==> config.mk <==
export PLATFORM = sky130hd
export DESIGN_NAME = seq_div32x16
export DESIGN_NICKNAME = d
export VERILOG_FILES = /design/src/rtl/seq_div32x16_pkg.sv /design/src/rtl/seq_div32x16_div_step.sv /design/src/rtl/seq_div32x16.sv
export SDC_FILE = /design/constraint.sdc
export NUM_CORES = 1
export LEC_CHECK = 0
export CORE_UTILIZATION = 52
export CTS_CLUSTER_SIZE = 12
export DETAILED_ROUTE_END_ITERATION = 8
export GPL_ROUTABILITY_DRIVEN = 0
export PLACE_DENSITY_LB_ADDON = 0.3
export SYNTH_ARGS = -nofsm -noshare
export SYNTH_HDL_FRONTEND = slang
export SYNTH_SLANG_ARGS = --single-unit
==> constraint.sdc <==
create_clock -name clk -period 4.9 [get_ports clk]
set_input_delay 0.98 -clock clk [delete_from_list [all_inputs] [get_ports clk]]
set_output_delay 0.98 -clock clk [all_outputs]
set_load 0.01 [all_outputs]
==> src/rtl/seq_div32x16_pkg.sv <==
// Shared arithmetic-datapath definitions for the sequential divider and the
// multiplier verification model.
package seq_div32x16_pkg;

    localparam int unsigned W_DEF = 16;

    typedef enum logic [1:0] {
        IDLE = 2'd0,
        CALC = 2'd1,
        SIGN = 2'd2
    } state_e;

    localparam logic [W_DEF-1:0] Q_POS_SAT = 16'h7FFF;
    localparam logic [W_DEF-1:0] Q_NEG_SAT = 16'h8000;

    // Callers sign-extend into 64 bits and truncate the result back down.
    function automatic logic [63:0] abs_mag(input logic [63:0] x);
        return x[63] ? (~x + 64'd1) : x;
    endfunction

endpackage

==> src/rtl/seq_div32x16_div_step.sv <==
// One restoring-division iteration: shift {rem, dvd} left, trial-subtract the
// divisor magnitude, and shift the resulting quotient bit into dvd.
module seq_div32x16_div_step
    import seq_div32x16_pkg::*;
#(
    parameter int unsigned W = W_DEF
) (
    input  logic [W-1:0]   rem_i,
    input  logic [2*W-1:0] dvd_i,
    input  logic [W-1:0]   dsr_i,
    output logic [W-1:0]   rem_o,
    output logic [2*W-1:0] dvd_o
);

    logic [W:0] shifted;
    logic [W:0] trial;

    // rem < dsr <= 2^(W-1), so the shifted value fits W+1 bits and trial[W] is its sign.
    always_comb begin
        shifted = {rem_i, dvd_i[2*W-1]};
        trial   = shifted - {1'b0, dsr_i};
        if (trial[W]) begin
            rem_o = shifted[W-1:0];
            dvd_o = {dvd_i[2*W-2:0], 1'b0};
        end else begin
            rem_o = trial[W-1:0];
            dvd_o = {dvd_i[2*W-2:0], 1'b1};
        end
    end

endmodule

==> src/rtl/seq_div32x16.sv <==
// Iterative signed 2W/W divider: restoring division on magnitudes, one quotient
// bit per clock, then sign correction with overflow saturation and divide-by-zero.
module seq_div32x16
    import seq_div32x16_pkg::*;
#(
    parameter int unsigned W = W_DEF
) (
    input  logic           clk,
    input  logic           rst_n,
    input  logic           start,
    input  logic [2*W-1:0] dividend,
    input  logic [W-1:0]   divisor,
    output logic           busy,
    output logic           done,
    output logic [W-1:0]   quotient,
    output logic [W-1:0]   remainder,
    output logic           ovf,
    output logic           dbz
);

    localparam int unsigned    CW    = $clog2(2 * W);
    localparam logic [2*W-1:0] Q_LIM = (2 * W)'(1) << (W - 1);

    state_e         state_q, state_d;
    logic [CW-1:0]  cnt_q, cnt_d;
    logic [W-1:0]   rem_q, rem_d;
    logic [2*W-1:0] dvd_q, dvd_d;
    logic [W-1:0]   dsr_q, dsr_d;
    logic           sign_q_q, sign_q_d;
    logic           sign_r_q, sign_r_d;
    logic           dbz_pend_q, dbz_pend_d;
    logic [W-1:0]   quotient_q, quotient_d;
    logic [W-1:0]   remainder_q, remainder_d;
    logic           ovf_q, ovf_d;
    logic           dbz_q, dbz_d;
    logic           done_q, done_d;

    logic [W-1:0]   step_rem;
    logic [2*W-1:0] step_dvd;
    logic           q_ovf;

    seq_div32x16_div_step #(.W(W)) u_step (
        .rem_i (rem_q),
        .dvd_i (dvd_q),
        .dsr_i (dsr_q),
        .rem_o (step_rem),
        .dvd_o (step_dvd)
    );

    // -2^(W-1) is a legal negative quotient, so the negative limit is inclusive.
    assign q_ovf = sign_q_q ? (dvd_q > Q_LIM) : (dvd_q >= Q_LIM);

    always_comb begin
        state_d     = state_q;
        cnt_d       = cnt_q;
        rem_d       = rem_q;
        dvd_d       = dvd_q;
        dsr_d       = dsr_q;
        sign_q_d    = sign_q_q;
        sign_r_d    = sign_r_q;
        dbz_pend_d  = dbz_pend_q;
        quotient_d  = quotient_q;
        remainder_d = remainder_q;
        ovf_d       = ovf_q;
        dbz_d       = dbz_q;
        done_d      = 1'b0;

        case (state_q)
            IDLE: begin
                if (start) begin
                    if (divisor == '0) begin
                        state_d    = SIGN;
                        dbz_pend_d = 1'b1;
                        rem_d      = dividend[W-1:0];
                    end else begin
                        state_d    = CALC;
                        dbz_pend_d = 1'b0;
                        dvd_d      = (2 * W)'(abs_mag(64'(signed'(dividend))));
                        dsr_d      = W'(abs_mag(64'(signed'(divisor))));
                        sign_q_d   = dividend[2*W-1] ^ divisor[W-1];
                        sign_r_d   = dividend[2*W-1];
                        rem_d      = '0;
                        cnt_d      = CW'(2 * W - 1);
                    end
                end
            end
            CALC: begin
                rem_d = step_rem;
                dvd_d = step_dvd;
                if (cnt_q == '0) begin
                    state_d = SIGN;
                end else begin
                    cnt_d = cnt_q - CW'(1);
                end
            end
            SIGN: begin
                state_d = IDLE;
                done_d  = 1'b1;
                if (dbz_pend_q) begin
                    quotient_d  = '1;
                    remainder_d = rem_q;
                    dbz_d       = 1'b1;
                    ovf_d       = 1'b0;
                end else begin
                    dbz_d = 1'b0;
                    ovf_d = q_ovf;
                    if (q_ovf) begin
                        quotient_d  = sign_q_q ? Q_NEG_SAT : Q_POS_SAT;
                        remainder_d = '0;
                    end else begin
                        quotient_d  = sign_q_q ? (W'(0) - dvd_q[W-1:0]) : dvd_q[W-1:0];
                        remainder_d = sign_r_q ? (W'(0) - rem_q) : rem_q;
                    end
                end
            end
            default: state_d = IDLE;
        endcase
    end

    always_ff @(posedge clk or negedge rst_n) begin
        if (!rst_n) begin
            state_q     <= IDLE;
            cnt_q       <= '0;
            rem_q       <= '0;
            dvd_q       <= '0;
            dsr_q       <= '0;
            sign_q_q    <= 1'b0;
            sign_r_q    <= 1'b0;
            dbz_pend_q  <= 1'b0;
            quotient_q  <= '0;
            remainder_q <= '0;
            ovf_q       <= 1'b0;
            dbz_q       <= 1'b0;
            done_q      <= 1'b0;
        end else begin
            state_q     <= state_d;
            cnt_q       <= cnt_d;
            rem_q       <= rem_d;
            dvd_q       <= dvd_d;
            dsr_q       <= dsr_d;
            sign_q_q    <= sign_q_d;
            sign_r_q    <= sign_r_d;
            dbz_pend_q  <= dbz_pend_d;
            quotient_q  <= quotient_d;
            remainder_q <= remainder_d;
            ovf_q       <= ovf_d;
            dbz_q       <= dbz_d;
            done_q      <= done_d;
        end
    end

    assign busy      = (state_q != IDLE);
    assign done      = done_q;
    assign quotient  = quotient_q;
    assign remainder = remainder_q;
    assign ovf       = ovf_q;
    assign dbz       = dbz_q;

endmodule
==> run summary <==
The number of antenna violations at the first check in global routing is 0. The first TritonRoute pass finished after 5 iterations. Relative to the synthesized area, the layout overhead comes to 17.40%. Counting every instance in the synthesized netlist gives 841. The maximum resistive drop on vdd came out at 0.0002756 V. For this design, the CTS-stage hold fixing added 0 buffers.

The clock transition at the register clock pins on the worst setup and hold paths after CTS came out at around 70 ps. The endpoint of the worst register-to-register path is rem_q[13]. The worst hold-check slack is 479.5 ps.

The count of nets left with antenna violations once routing finished came out at 0. The count of buffers added by post-CTS timing repair for setup came out at 0. For this block, the routed nets add up to 17.64 mm of wire.

The mean cell area of the mapped netlist is 8.541 sq um. The global-route wire length before repair is 29.28 mm. The total of buffers placed on input and output ports is 86. The arrival time reported for the critical path endpoint came out at 4010 ps. The internal reg-to-reg setup slack came out at 1570 ps. After synthesis, flip-flops and latches occupy 37.97% of the total area. Across the run, the number of max-cap violations was 0. Pin placement for this block handled 87 I/O pins. The beginning of the worst hold path is remainder[10]. After layout, the minimum clock period comes to roughly 3800 ps.

The count of endpoints failing setup in the final report came out at 0. The layout net count is 975. After global routing the overflow that remains totals 0. The clock latency of the later-clocked register in the worst-skew pair came out at 360 ps. The worst hold path belongs to the class reg -> reg. The number of nets in the synthesized netlist is 915. The count of final max-slew check failures is 0. The post-synthesis async set-or-reset flop share is 100.0%. Using the TritonRoute via totals, the vias-per-cell ratio works out to roughly 5.9. The setup path with the least slack is of type in -> reg.

The final design instance area without fill is 8433 sq um. The clock tree root driver cell is sky130_fd_sc_hd__clkbuf_16. The unique cell type count in the Yosys netlist is 61. The detailed router finished its first iteration with 583 violations. Setup repair after global routing left no endpoint under its margin. The total negative slack came out at 0 ps.

The power density of the placed cells came out at 591.6 nW/um^2. The netlist area before placement is 7183 sq um. The run finished with clean final reports.

The fmax came out at 264.2 MHz. The maximum fanout along the worst path came out at 30. STA puts the critical path data required time at 5120 ps. The sum of net half-perimeters after detailed placement came out at roughly 13 mm.

For this run, the leading register cell type out of synthesis is sky130_fd_sc_hd__dfrtp_1. After global routing, the most crowded layer is met2. For this configuration, the core starts out at a cell density of 53.82%.

Global routing used about 26% of the available tracks across all layers. The met2 layer usage reported by global route came out at 39.96%. Counting instances, the worst hold path has a depth of 2. The count of flip-flops with a built-in enable after synthesis is 0.

The clock network accounts for 14.3% of the total power. The pin count of the biggest net entering global routing is 48. The total of cells resized after clock tree synthesis came out at 0. The number of hold violations in the final report came out at 0. Clock tree synthesis inserted a total of 9 buffers. The number of H-tree levels is 3.

The TritonCTS clock tree is yes. The antenna diode count came out at 0. Before CTS, the worst setup slack after placement is between 700 and 800 ps. The sequential power share came out at between 30% and 40%. STA classifies the critical path endpoint as a flip-flop. The start of the worst register-to-register path is rem_q[2]. The total via count in the routed design is 6354. The slew of the pin with the lowest slew margin came out at 1197 ps. Of the total power, the share spent switching nets is ~44%. After detailed placement, the total cell area comes to around 8000 sq um. The net switching power is between 2 and 2.5 mW. The core region is roughly 13000 sq um. The type of origin of the critical path is an input port. The internal power contribution came out at 2.797 mW. The overall die area is around 14000 sq um. The analysis attributes to cell leakage a power of about 3.4 nW. The overall die width came out at 119.5 microns. The clock passes through at most 2 buffers. Of the available clock period, the critical path in the final layout requires 77.26%. The routing usage on met3 came out at 3.042%.

The clock arrives with roughly 9 ps of skew. The fraction of layout instances using a drive strength above 1 is approximately 4.7%. The post-detailed-route wirelength per cell came out at approximately 16 microns. In this run the tightest slew margin relative to its limit is 19.97%.

The number of DRC violations after detailed routing came out at 0. The total power of the final layout came out at 4.989 mW. The number of rows in the core area is 42. The count of filler cells inserted in the layout is 1170. The clock sink count is 109. The total of flip-flops plus latches after synthesis came out at 109.

The worst hold path terminates at remainder[10]. The worst setup slack after layout came out at ~1100 ps. The met1 routing resource usage after global routing is between 30% and 40%.

The die is roughly 120 microns tall. The via count of the first global-routing pass came to 5762. The combinational group share of total power is 52.0%. The Yosys step of the flow raised 0 warnings. The path depth of the worst reg2reg path is 8.
-- layer usage --
layer  share of wire, %  vias to the layer above
li1                   -                     3144
met1                 46                     2922
met2                 44                      254
met3                6.4                       34
met4                3.1                        0
met5                  0                        -
-- per-stage QoR --
step	utilization, %	instances
floorplan	-	841
global placement	61.03	1066
detailed placement	61.03	1066
CTS	63.18	1082
global route	63.18	1082
finish	63.18	1082
-- worst max-delay path by stage --
stage,to,slack (ps),startpoint
floorplan,cnt_q[4],1830,divisor[0]
global placement,cnt_q[4],850,divisor[0]
detailed placement,cnt_q[4],740,divisor[0]
CTS,cnt_q[4],1130,divisor[0]
global route,cnt_q[4],900,divisor[1]
finish,cnt_q[4],1110,divisor[0]
-- placed cells by master, fill, tap and decap left out, types with 3 or more instances in the layout --
cell type	Yosys	final
sky130_fd_sc_hd__nor3b_1	3	3
sky130_fd_sc_hd__nand2_1	97	97
sky130_fd_sc_hd__or2_2	7	7
sky130_fd_sc_hd__o221ai_1	7	7
sky130_fd_sc_hd__dfrtp_1	109	109
sky130_fd_sc_hd__o41ai_1	6	6
sky130_fd_sc_hd__nand3_1	9	9
sky130_fd_sc_hd__clkinvlp_4	0	3
sky130_fd_sc_hd__nor2b_1	7	6
sky130_fd_sc_hd__ha_1	22	22
sky130_fd_sc_hd__o41ai_2	3	3
sky130_fd_sc_hd__o211ai_1	3	3
sky130_fd_sc_hd__or3_1	20	20
sky130_fd_sc_hd__a22oi_1	20	20
sky130_fd_sc_hd__o21a_1	3	3
sky130_fd_sc_hd__a31oi_1	4	4
sky130_fd_sc_hd__clkbuf_16	0	9
sky130_fd_sc_hd__xor2_1	38	38
sky130_fd_sc_hd__clkdlybuf4s50_1	0	85
sky130_fd_sc_hd__o21ai_0	99	99
sky130_fd_sc_hd__a211oi_1	7	7
sky130_fd_sc_hd__o21ai_1	5	5
sky130_fd_sc_hd__buf_4	1	8
sky130_fd_sc_hd__nor3_1	14	14
sky130_fd_sc_hd__nand2b_1	13	13
sky130_fd_sc_hd__xnor2_1	38	38
sky130_fd_sc_hd__or4_1	12	12
sky130_fd_sc_hd__a21oi_1	52	52
sky130_fd_sc_hd__a22o_1	4	4
sky130_fd_sc_hd__a21o_1	5	5
sky130_fd_sc_hd__nor2_1	62	62
sky130_fd_sc_hd__mux2i_1	25	25
sky130_fd_sc_hd__nor4_1	10	10
sky130_fd_sc_hd__nand4_1	6	6
sky130_fd_sc_hd__o31ai_1	20	20
sky130_fd_sc_hd__inv_1	35	35
-- sequential cells by signal (all words and copies together), names as in the netlist --
signal      flops
rem_q          16
quotient       16
cnt_q           5
state_q         2
dbz             1
sign_q_q        1
sign_r_q        1
done            1
ovf             1
dbz_pend_q      1
dvd_q          32
remainder      16
dsr_q          16
-- power by group through the flow --
stage | Clock, mW | Sequential, mW | Combinational (mW)
3_3_place_gp | 0 | 1.67 | 2.51
3_5_place_dp | 0 | 1.68 | 2.56
2_1_floorplan | 0 | 1.50 | 2.07
6_report | 0.715 | 1.68 | 2.59
4_1_cts | 0.721 | 1.66 | 2.58
5_1_grt | 0.761 | 1.73 | 2.92
-- synth_stat cells (9+ instances only) --
| library cell | n | area share, % |
|---|---|---|
| sky130_fd_sc_hd__a21oi_1 | 52 | 3.6 |
| sky130_fd_sc_hd__a22oi_1 | 20 | 2.1 |
| sky130_fd_sc_hd__clkbuf_1 | 33 | 1.7 |
| sky130_fd_sc_hd__dfrtp_1 | 109 | 38 |
| sky130_fd_sc_hd__ha_1 | 22 | 3.8 |
| sky130_fd_sc_hd__inv_1 | 35 | 1.8 |
| sky130_fd_sc_hd__mux2i_1 | 25 | 3.5 |
| sky130_fd_sc_hd__nand2_1 | 97 | 5.1 |
| sky130_fd_sc_hd__nand2b_1 | 13 | 1.1 |
| sky130_fd_sc_hd__nand3_1 | 9 | 0.63 |
| sky130_fd_sc_hd__nor2_1 | 62 | 3.2 |
| sky130_fd_sc_hd__nor3_1 | 14 | 0.98 |
| sky130_fd_sc_hd__nor4_1 | 10 | 0.87 |
| sky130_fd_sc_hd__o21ai_0 | 99 | 6.9 |
| sky130_fd_sc_hd__o31ai_1 | 20 | 2.1 |
| sky130_fd_sc_hd__or3_1 | 20 | 1.7 |
| sky130_fd_sc_hd__or4_1 | 12 | 1.3 |
| sky130_fd_sc_hd__xnor2_1 | 38 | 4.6 |
| sky130_fd_sc_hd__xor2_1 | 38 | 4.6 |
-- logic make-up after synthesis --
logic type / count (synthesis) / share of synthesized area [%]
DFF: 109 / 37.97
and+or+nand+nor: 272 / 18.45
buffers and inverters: 79 / 4.302
muxes: 27 / 3.797
xor gates and xnor gates: 76 / 9.267
adders and majority gates: 23 / 4.111
AOI/OAI and AO/OA: 255 / 22.10
-- layout make-up --
cell class	instances	area, sq um	share of cell area (%)
clock buffer	10	239.0	2.834
clock inverter	6	47.55	0.5638
inverter	35	131.4	1.558
multi-input combinational	653	4156	49.29
sequential	109	2728	32.34
tap	176	220.2	2.611
timing repair buffer	93	910.9	10.80
-- critical path: stages --
cell and delay, ps:
sky130_fd_sc_hd__clkdlybuf4s50_1 420, sky130_fd_sc_hd__inv_1 80, sky130_fd_sc_hd__ha_1 170, sky130_fd_sc_hd__or4b_1 530, sky130_fd_sc_hd__or4_4 600, sky130_fd_sc_hd__o21bai_4 530, sky130_fd_sc_hd__nor2b_1 290, sky130_fd_sc_hd__nand3_1 170
sky130_fd_sc_hd__xor2_1 160, sky130_fd_sc_hd__nand2_1 70
Note: power is estimated with default switching activity, not from simulation.
